`src/rtl/rtc_bus_sequencer.sv`:
```
// Purpose: round-robin arbiter and phase sequencer for the external RTC multiplexed address/data bus.
// Latency: grant edge -> strobes next cycle; ack on first GAP2 cycle (1+2*T_PULSE+T_GAP after grant), 25-cycle occupancy.
// Backpressure: requests are levels held until ack; a request seen while busy waits for IDLE, no preemption.
module rtc_bus_sequencer #(
    parameter int T_PULSE = 8,
    parameter int T_GAP   = 4
) (
    input  logic       clk,
    input  logic       reset,
    input  logic       req0,
    input  logic       we0,
    input  logic [7:0] addr0,
    input  logic [7:0] wdata0,
    input  logic       req1,
    input  logic       we1,
    input  logic [7:0] addr1,
    input  logic [7:0] wdata1,
    output logic       ack0,
    output logic       ack1,
    output logic [7:0] rdata,
    output logic       busy,
    output logic       ChipSelect,
    output logic       Read,
    output logic       Write,
    output logic       AoD,
    output logic [7:0] bus_out,
    output logic       bus_oe,
    input  logic [7:0] bus_in
);

    typedef enum logic [2:0] {
        S_IDLE = 3'd0,
        S_ADDR = 3'd1,
        S_GAP1 = 3'd2,
        S_DATA = 3'd3,
        S_GAP2 = 3'd4
    } state_t;

    // Counter reload values: a phase lasts (reload + 1) cycles.
    localparam logic [3:0] PULSE_LD = 4'(T_PULSE - 1);
    localparam logic [3:0] GAP_LD   = 4'(T_GAP - 1);

    state_t     state, nxt_state;
    logic [3:0] cnt;
    logic       last;
    logic       gnt_q, we_q;
    logic [7:0] addr_q, wdata_q;

    logic       gnt_win;
    logic       sel_gnt, sel_we;
    logic [7:0] sel_addr, sel_wdata;
    logic       entering;

    logic       cs_d, rd_d, wr_d, aod_d, oe_d, busy_d, ack0_d, ack1_d;
    logic [7:0] bus_out_d;

    // Arbitration and selection of the access fields: the winner's inputs while
    // granting in IDLE (not yet latched), the latched copy for the rest of the access.
    always_comb begin
        gnt_win = (req0 && req1) ? ~last : req1;
        if (state == S_IDLE) begin
            sel_gnt   = gnt_win;
            sel_we    = gnt_win ? we1    : we0;
            sel_addr  = gnt_win ? addr1  : addr0;
            sel_wdata = gnt_win ? wdata1 : wdata0;
        end else begin
            sel_gnt   = gnt_q;
            sel_we    = we_q;
            sel_addr  = addr_q;
            sel_wdata = wdata_q;
        end
    end

    // State register, phase counter and grant bookkeeping.
    always_ff @(posedge clk) begin
        if (!reset) begin
            state   <= S_IDLE;
            cnt     <= 4'd0;
            last    <= 1'b1;
            gnt_q   <= 1'b0;
            we_q    <= 1'b0;
            addr_q  <= 8'd0;
            wdata_q <= 8'd0;
        end else begin
            state <= nxt_state;
            if (nxt_state != state) begin
                case (nxt_state)
                    S_ADDR, S_DATA: cnt <= PULSE_LD;
                    S_GAP1, S_GAP2: cnt <= GAP_LD;
                    default:        cnt <= 4'd0;
                endcase
            end else if (cnt != 4'd0) begin
                cnt <= cnt - 4'd1;
            end
            if (state == S_IDLE && (req0 || req1)) begin
                gnt_q   <= sel_gnt;
                last    <= sel_gnt;
                we_q    <= sel_we;
                addr_q  <= sel_addr;
                wdata_q <= sel_wdata;
            end
        end
    end

    // Next-state: each phase runs until its counter reaches zero.
    always_comb begin
        nxt_state = state;
        case (state)
            S_IDLE: if (req0 || req1) nxt_state = S_ADDR;
            S_ADDR: if (cnt == 4'd0)  nxt_state = S_GAP1;
            S_GAP1: if (cnt == 4'd0)  nxt_state = S_DATA;
            S_DATA: if (cnt == 4'd0)  nxt_state = S_GAP2;
            S_GAP2: if (cnt == 4'd0)  nxt_state = S_IDLE;
            default:                  nxt_state = S_IDLE;
        endcase
    end

    // Output decode from the state being entered, so registered pins line up with the state.
    always_comb begin
        entering  = (nxt_state != state);
        cs_d      = 1'b1;
        rd_d      = 1'b1;
        wr_d      = 1'b1;
        aod_d     = 1'b1;
        oe_d      = 1'b0;
        bus_out_d = bus_out;
        ack0_d    = 1'b0;
        ack1_d    = 1'b0;
        busy_d    = (nxt_state != S_IDLE);
        case (nxt_state)
            S_ADDR: begin
                cs_d      = 1'b0;
                wr_d      = 1'b0;
                aod_d     = 1'b0;
                oe_d      = 1'b1;
                bus_out_d = sel_addr;
            end
            S_GAP1: begin
                aod_d     = 1'b0;
                oe_d      = entering;   // hold the address one cycle past the strobe
                bus_out_d = sel_addr;
            end
            S_DATA: begin
                cs_d = 1'b0;
                if (sel_we) begin
                    wr_d      = 1'b0;
                    oe_d      = 1'b1;
                    bus_out_d = sel_wdata;
                end else begin
                    rd_d = 1'b0;
                end
            end
            S_GAP2: begin
                oe_d   = sel_we && entering;
                ack0_d = entering && !sel_gnt;
                ack1_d = entering && sel_gnt;
                if (sel_we) bus_out_d = sel_wdata;
            end
            default: ;
        endcase
    end

    // Output registers; read data is captured on the last DATA cycle of a read.
    always_ff @(posedge clk) begin
        if (!reset) begin
            ChipSelect <= 1'b1;
            Read       <= 1'b1;
            Write      <= 1'b1;
            AoD        <= 1'b1;
            bus_oe     <= 1'b0;
            bus_out    <= 8'd0;
            ack0       <= 1'b0;
            ack1       <= 1'b0;
            busy       <= 1'b0;
            rdata      <= 8'd0;
        end else begin
            ChipSelect <= cs_d;
            Read       <= rd_d;
            Write      <= wr_d;
            AoD        <= aod_d;
            bus_oe     <= oe_d;
            bus_out    <= bus_out_d;
            ack0       <= ack0_d;
            ack1       <= ack1_d;
            busy       <= busy_d;
            if (state == S_DATA && nxt_state == S_GAP2 && !we_q) rdata <= bus_in;
        end
    end

endmodule

```
`config.mk`:
```
export PLATFORM = sky130hd
export DESIGN_NAME = rtc_bus_sequencer
export DESIGN_NICKNAME = d
export VERILOG_FILES = /design/src/rtl/rtc_bus_sequencer.sv
export SDC_FILE = /design/constraint.sdc
export NUM_CORES = 1
export LEC_CHECK = 0
export CORE_ASPECT_RATIO = 0.9
export CORE_MARGIN = 2
export CORE_UTILIZATION = 25
export CTS_BUF_LIST = sky130_fd_sc_hd__clkbuf_4
export CTS_CLUSTER_SIZE = 24
export DETAILED_ROUTE_END_ITERATION = 7
export GPL_TIMING_DRIVEN = 0
export MAX_ROUTING_LAYER = met4
export PLACE_DENSITY = 0.5
export SLEW_MARGIN = 20
export SYNTH_ARGS = -nofsm -noshare
export SYNTH_HDL_FRONTEND = slang
export SYNTH_SLANG_ARGS = --single-unit
```
`constraint.sdc`:
```
create_clock -name clk -period 4.87 [get_ports clk]
set_clock_uncertainty 0.1 [all_clocks]
set_input_delay 0.974 -clock clk [delete_from_list [all_inputs] [get_ports clk]]
set_output_delay 0.974 -clock clk [all_outputs]
set_load 0.005 [all_outputs]
```
# --- Yosys cells after proc, flatten, opt, wreduce, memory -nomap -nowiden ---
# Cells that the tools add are included.
op_classes:
  mul: 0
  reduce_logical: 23
  bitwise_logic: 1
  eq_ne: 10
  mux: 25
  n_div: 0
  n_addsub: 1
  n_lt_le_gt_ge: 0
  n_shift: 0
op_table:
  columns: ["operator", "count"]
  rows:
  - ["$mux W8", 5]
  - ["$pmux W8 S2", 1]
  - ["$mux W3", 5]
  - ["$pmux W3 S5", 1]
  - ["$eq A3 B2 Y1 const B", 4]
  - ["$mux W1", 8]
  - ["$mux W4", 2]
  - ["$reduce_or A2 Y1", 4]
  - ["$logic_and A1 B1 Y1", 7]
  - ["$eq A3 B1 Y1 const B", 2]
  - ["$eq A3 B3 Y1 const B", 2]
  - ["$pmux W3 S2", 1]
  - ["$reduce_and A2 Y1", 3]
  - ["$logic_not A4 Y1", 1]
  - ["$pmux W1 S4", 1]
  - ["$reduce_bool A2 Y1", 2]
  - ["$reduce_bool A4 Y1", 1]
  - ["$sub A4 B1 Y4 const B", 1]
  - ["$logic_not A3 Y1", 1]
  - ["$ne A3 B3 Y1", 1]
  - ["$reduce_bool A3 Y1", 1]
  - ["$logic_not A1 Y1", 2]
  - ["$ne A2 B1 Y1 const B", 1]
  - ["$pmux W1 S2", 1]
  - ["other kinds (2)", 2]
totals:
  out_inout_bits: 24
  romBits: 0
  latchBits: 0
  n_memories: 0
  reg_bits: 50
  input_bits: 46
  word_cells: 77
  mem_bits_rw: 0

# --- Depth between registers and ports, before layout ---
logic_depth:
  depth_word: 7
  depth_mapped: 8
  ltp_nobuf: 6

# --- Worst setup path before layout ---
# OpenSTA, ideal clock, no wires.
synth_timing:
  kind: "input to register"
  start: "in req0"
  end: "reg bus_out[0]"
  path_stages: 4
  path_buffers: 0
  path_slack_ns: 2.603
  setup_time_ns: 0.129
  required_time_ns: 4.641
  t_arrival_ns: 2.038
  path_cell_list: "nor4_2 -> a2bb2oi_2 -> o21a_4 -> o41ai_2"
synth_via:
  elab_chain_len: 7
  elab_cells_between_ends: 22
  cone_classes: "5 x eq/ne; 11 x mux; 6 x reduce/logical"
synth_rtl:
  columns: ["element", "line_no", "text"]
  rows:
  - ["from (decl)", "10", "input logic req0,"]
  - ["$logic_or A1 B1 Y1", "109", "S_IDLE: if (req0 || req1) nxt_state = S_ADDR;"]
  - ["$mux W3", "109", null]
  - ["$pmux W3 S5", "108", "case (state)"]
  - ["$eq A3 B3 Y1 (tied with other cells)", "130", "case (nxt_state)"]
  - ["$reduce_or A2 Y1 (no source line)", null, null]
  - ["$ne A2 B1 Y1 (no source line) or $reduce_bool A2 Y1 (tied branches)", null, null]
  - ["$reduce_and A2 Y1 (no source line)", null, null]
  - ["to (signal assigned)", "182", "bus_out <= bus_out_d;"]
  - ["to (decl)", "26", "output logic [7:0] bus_out,"]
# Several ways; a longest one is shown, not always the timed one. The select of a mux whose other input is x is not followed.
# A chain may end at the register's enable or synchronous reset.

# --- Worst setup path in the final report ---
# Ends and elaborated chain as after synthesis.

==> qor.csv <==
stage;metric;value;unit
clock_network;CTS tree;done;
timing;FMAX;359;MHz
critical_path;Worst Path Required;5040;ps
min_path;Worst Hold End;ack0$_SDFF_PN0_;
power;Clock power frac;17.9;%
cells_and_area;sequential cell area;1000;sq um
power;Pwr Density;311;nW/um^2
critical_path;Crit Path Max Fanout;10;
detailed_routing;Via Count;2427;
cells_and_area;most frequent cells in the layout;68 x clkdlybuf4s50_1, 50 x dfxtp_1, 37 x nor2_1, 18 x mux2i_1, 16 x a21oi_1;
clock_network;H-tree lvl count;2;
power;Psw;381;uW
critical_path;Crit Reg-Reg Endpoint;bus_out[3]$_SDFFE_PN0P_;
timing;# setup viols final;0;
timing;final max-slew violation count;0;
critical_path;CP Launch Type;primary input;
detailed_routing;initial DRC count;83;
die;row count;35;
die;IO Pins;70;
logic_synthesis;EDFF count, synth;0;
critical_path;RR Startpoint;cnt[0]$_SDFFE_PN0P_;
power;combinational share of power;35.3;%
clock_network;Resize count post-CTS;0;
logic_synthesis;Warnings, synthesis;0;
cells_and_area;FILL cells;1097;
min_path;hold path depth;1;
run_status;status;finished, final reports clean;
critical_path;crit path DAT;2950;ps
detailed_routing;Initial DRT Pass Iterations;4;
critical_path;crit path kind;primary input to register;
clock_network;hold_buf cts;0;
logic_synthesis;ys async rst share;0;%
detailed_routing;post-DR wirelength/cell;15.3;microns
global_route;Overflow after GRT;0;
global_route;initial antenna violation count;0;
placed_design;IO buf count;68;
logic_synthesis;Synth Instances;287;
die;Die X;111;microns
cells_and_area;Multi-input gate area;1450;sq um
die;DIE AREA;11200;sq um
critical_path;R2R depth;6;
die;Die H;101;microns
cells_and_area;ratio of cells with drive above 1 in the final layout;9.39;%
timing;period utilisation layout;57.2;%
clock_network;CTS Sinks;50;
run;Max-Cap Viols;0;
cells_and_area;ant diodes;0;
power;Sw Ratio;35.1;%
timing;total negative slack;0;ps
die;Core Region;10200;sq um
logic_synthesis;Netlist cell types;52;
clock_network;setup bufs post-CTS;0;
detailed_routing;antenna-violating nets left;0;
cells_and_area;Final Core Density;34.4;%
clock_network;CTS buffer count;5;
logic_synthesis;Seq cells post-synth;50;
detailed_routing;DRC viols;0;
timing;worst slew pin tran;688;ps
power;leakage;0.00134;uW
logic_synthesis;area leader, netlist;dfxtp_1;
critical_path;setup slack, reg-to-reg;2510;ps
cells_and_area;area growth from synthesis to layout;34.4;%
die;Initial Util;25.6;%
detailed_routing;via/cell ratio;4.94;
timing;relative slew slack;54.0;%
power;Internal;704;uW
global_route;global-route wire length before repair;12400;microns
placed_design;DP HPWL;5910;microns
timing;RSZ-0062 raised after global routing;false;
logic_synthesis;Post-Syn Nets;334;
global_route;vias in the first global route;2453;
logic_synthesis;ys flop type;dfxtp_1;
clock_network;Clock transition at path regs;150;ps
logic_synthesis;sequential share of the synthesized area;38.5;%
logic_synthesis;area share of the largest cell type after synthesis;38.5;%
clock_network;clk root buf;clkbuf_4;
clock_network;Clock Path Buffers;2;
global_route;Total GRT Usage;14.2;%
detailed_routing;WL final;7530;microns
min_path;hold path startpoint;gnt_q$_SDFFE_PN0P_;
clock_network;worst-skew pair later-pin latency;370;ps
logic_synthesis;Mapped Area;2600;sq um
cells_and_area;commonest non-fill, non-tap cell in the layout;clkdlybuf4s50_1;
cells_and_area;Final nets;409;
timing;Final min period;2790;ps
critical_path;crit end category;register;
logic_synthesis;synthesized area per cell;9.05;sq um
power;power share of the sequential group;46.8;%
min_path;worst hold-check path type;register to register;
timing;Final Hold Fails;0;
power;Max VDD drop;0.105;mV
placed_design;GPL Wtd Cong;0.830;
global_route;largest net degree at the start of global routing;16;
logic_synthesis;ranking of synthesized cells by area;dfxtp_1 39%, mux2i_1 6.9%, nor2_1 5.3%;
-- cell usage after synthesis, drive strengths merged, types with 9 or more instances --
master   n
o21ai   13
a211oi  12
mux2i   18
a21oi   16
clkbuf  11
dfxtp   50
nor2    38
buf     10
nor2b   14
and2     9
-- per-layer routing --
layer	wire, microns	up-vias	track usage [%]
met1	3580	1142	19.4
met2	3340	65	21.6
li1	-	1211	-
met5	0	-	-
met4	104	0	4.18
met3	503	9	2.41
-- how the worst max path moves through the flow --
| stage | from | slack (ps) | to |
|---|---|---|---|
| 3_5_place_dp | req1 | 1670 | wdata_q[2]$_SDFFE_PN0P_ |
| 3_3_place_gp | req0 | 1680 | bus_out[0]$_SDFFE_PN0P_ |
| 6_report | req0 | 2080 | bus_out[0]$_SDFFE_PN0P_ |
| 4_1_cts | req1 | 2080 | wdata_q[2]$_SDFFE_PN0P_ |
| 5_1_grt | req0 | 1980 | bus_out[0]$_SDFFE_PN0P_ |
| 2_1_floorplan | req0 | 2600 | bus_out[0]$_SDFFE_PN0P_ |
-- worst max-delay path, stage by stage --
cell	delay (ps)
clkdlybuf4s50_1	560
nor4_2	550
a2bb2oi_2	470
o21a_4	280
o41ai_2	110
-- metrics by stage --
step	instance area, sq um	setup WS, ps	instances	hold slack (ps)	total power, uW
6_report	3490	2080	491	390	1080
3_5_place_dp	3440	1670	484	376	900
4_1_cts	3490	2080	491	398	1090
5_1_grt	3490	1980	491	412	1160
2_1_floorplan	2600	2600	287	344	744
3_3_place_gp	3440	1680	484	369	896
-- power by group through the flow --
stage / combinational (uW) / clock (uW) / sequential, uW
floorplan: 241 / 0 / 503
global placement: 381 / 0 / 515
detailed placement: 383 / 0 / 516
CTS: 385 / 199 / 507
global route: 426 / 214 / 515
finish: 383 / 195 / 508
-- cells by family (layout without fill, tap and decap cells) --
kind of cell / after synthesis / count (layout) / share of synthesized area, %
and+or+nand+nor: 94 / 94 / 19.2
AOI/OAI and AO/OA: 93 / 93 / 28.0
DFF: 50 / 50 / 38.5
buffers and inverters: 28 / 103 / 5.78
muxes: 19 / 19 / 7.37
xor gates and xnor gates: 2 / 2 / 0.674
adders and majority gates: 1 / 1 / 0.481
-- registers in the layout, indices dropped and copies added, names as in the netlist, 3 cells and up --
name     cells
cnt          4
wdata_q      8
state        3
addr_q       8
rdata        8
bus_out      8
-- area by class of cell --
class,count,area share [%]
flip-flops and latches,50,28.7
clock buffers,5,1.07
repair buffers,68,19.5
plain buffers,21,3.55
multi-input cells,209,41.4
clock inverters,2,0.430
well taps,129,4.62
inverters,7,0.752
(Power assumes the default switching activity.)
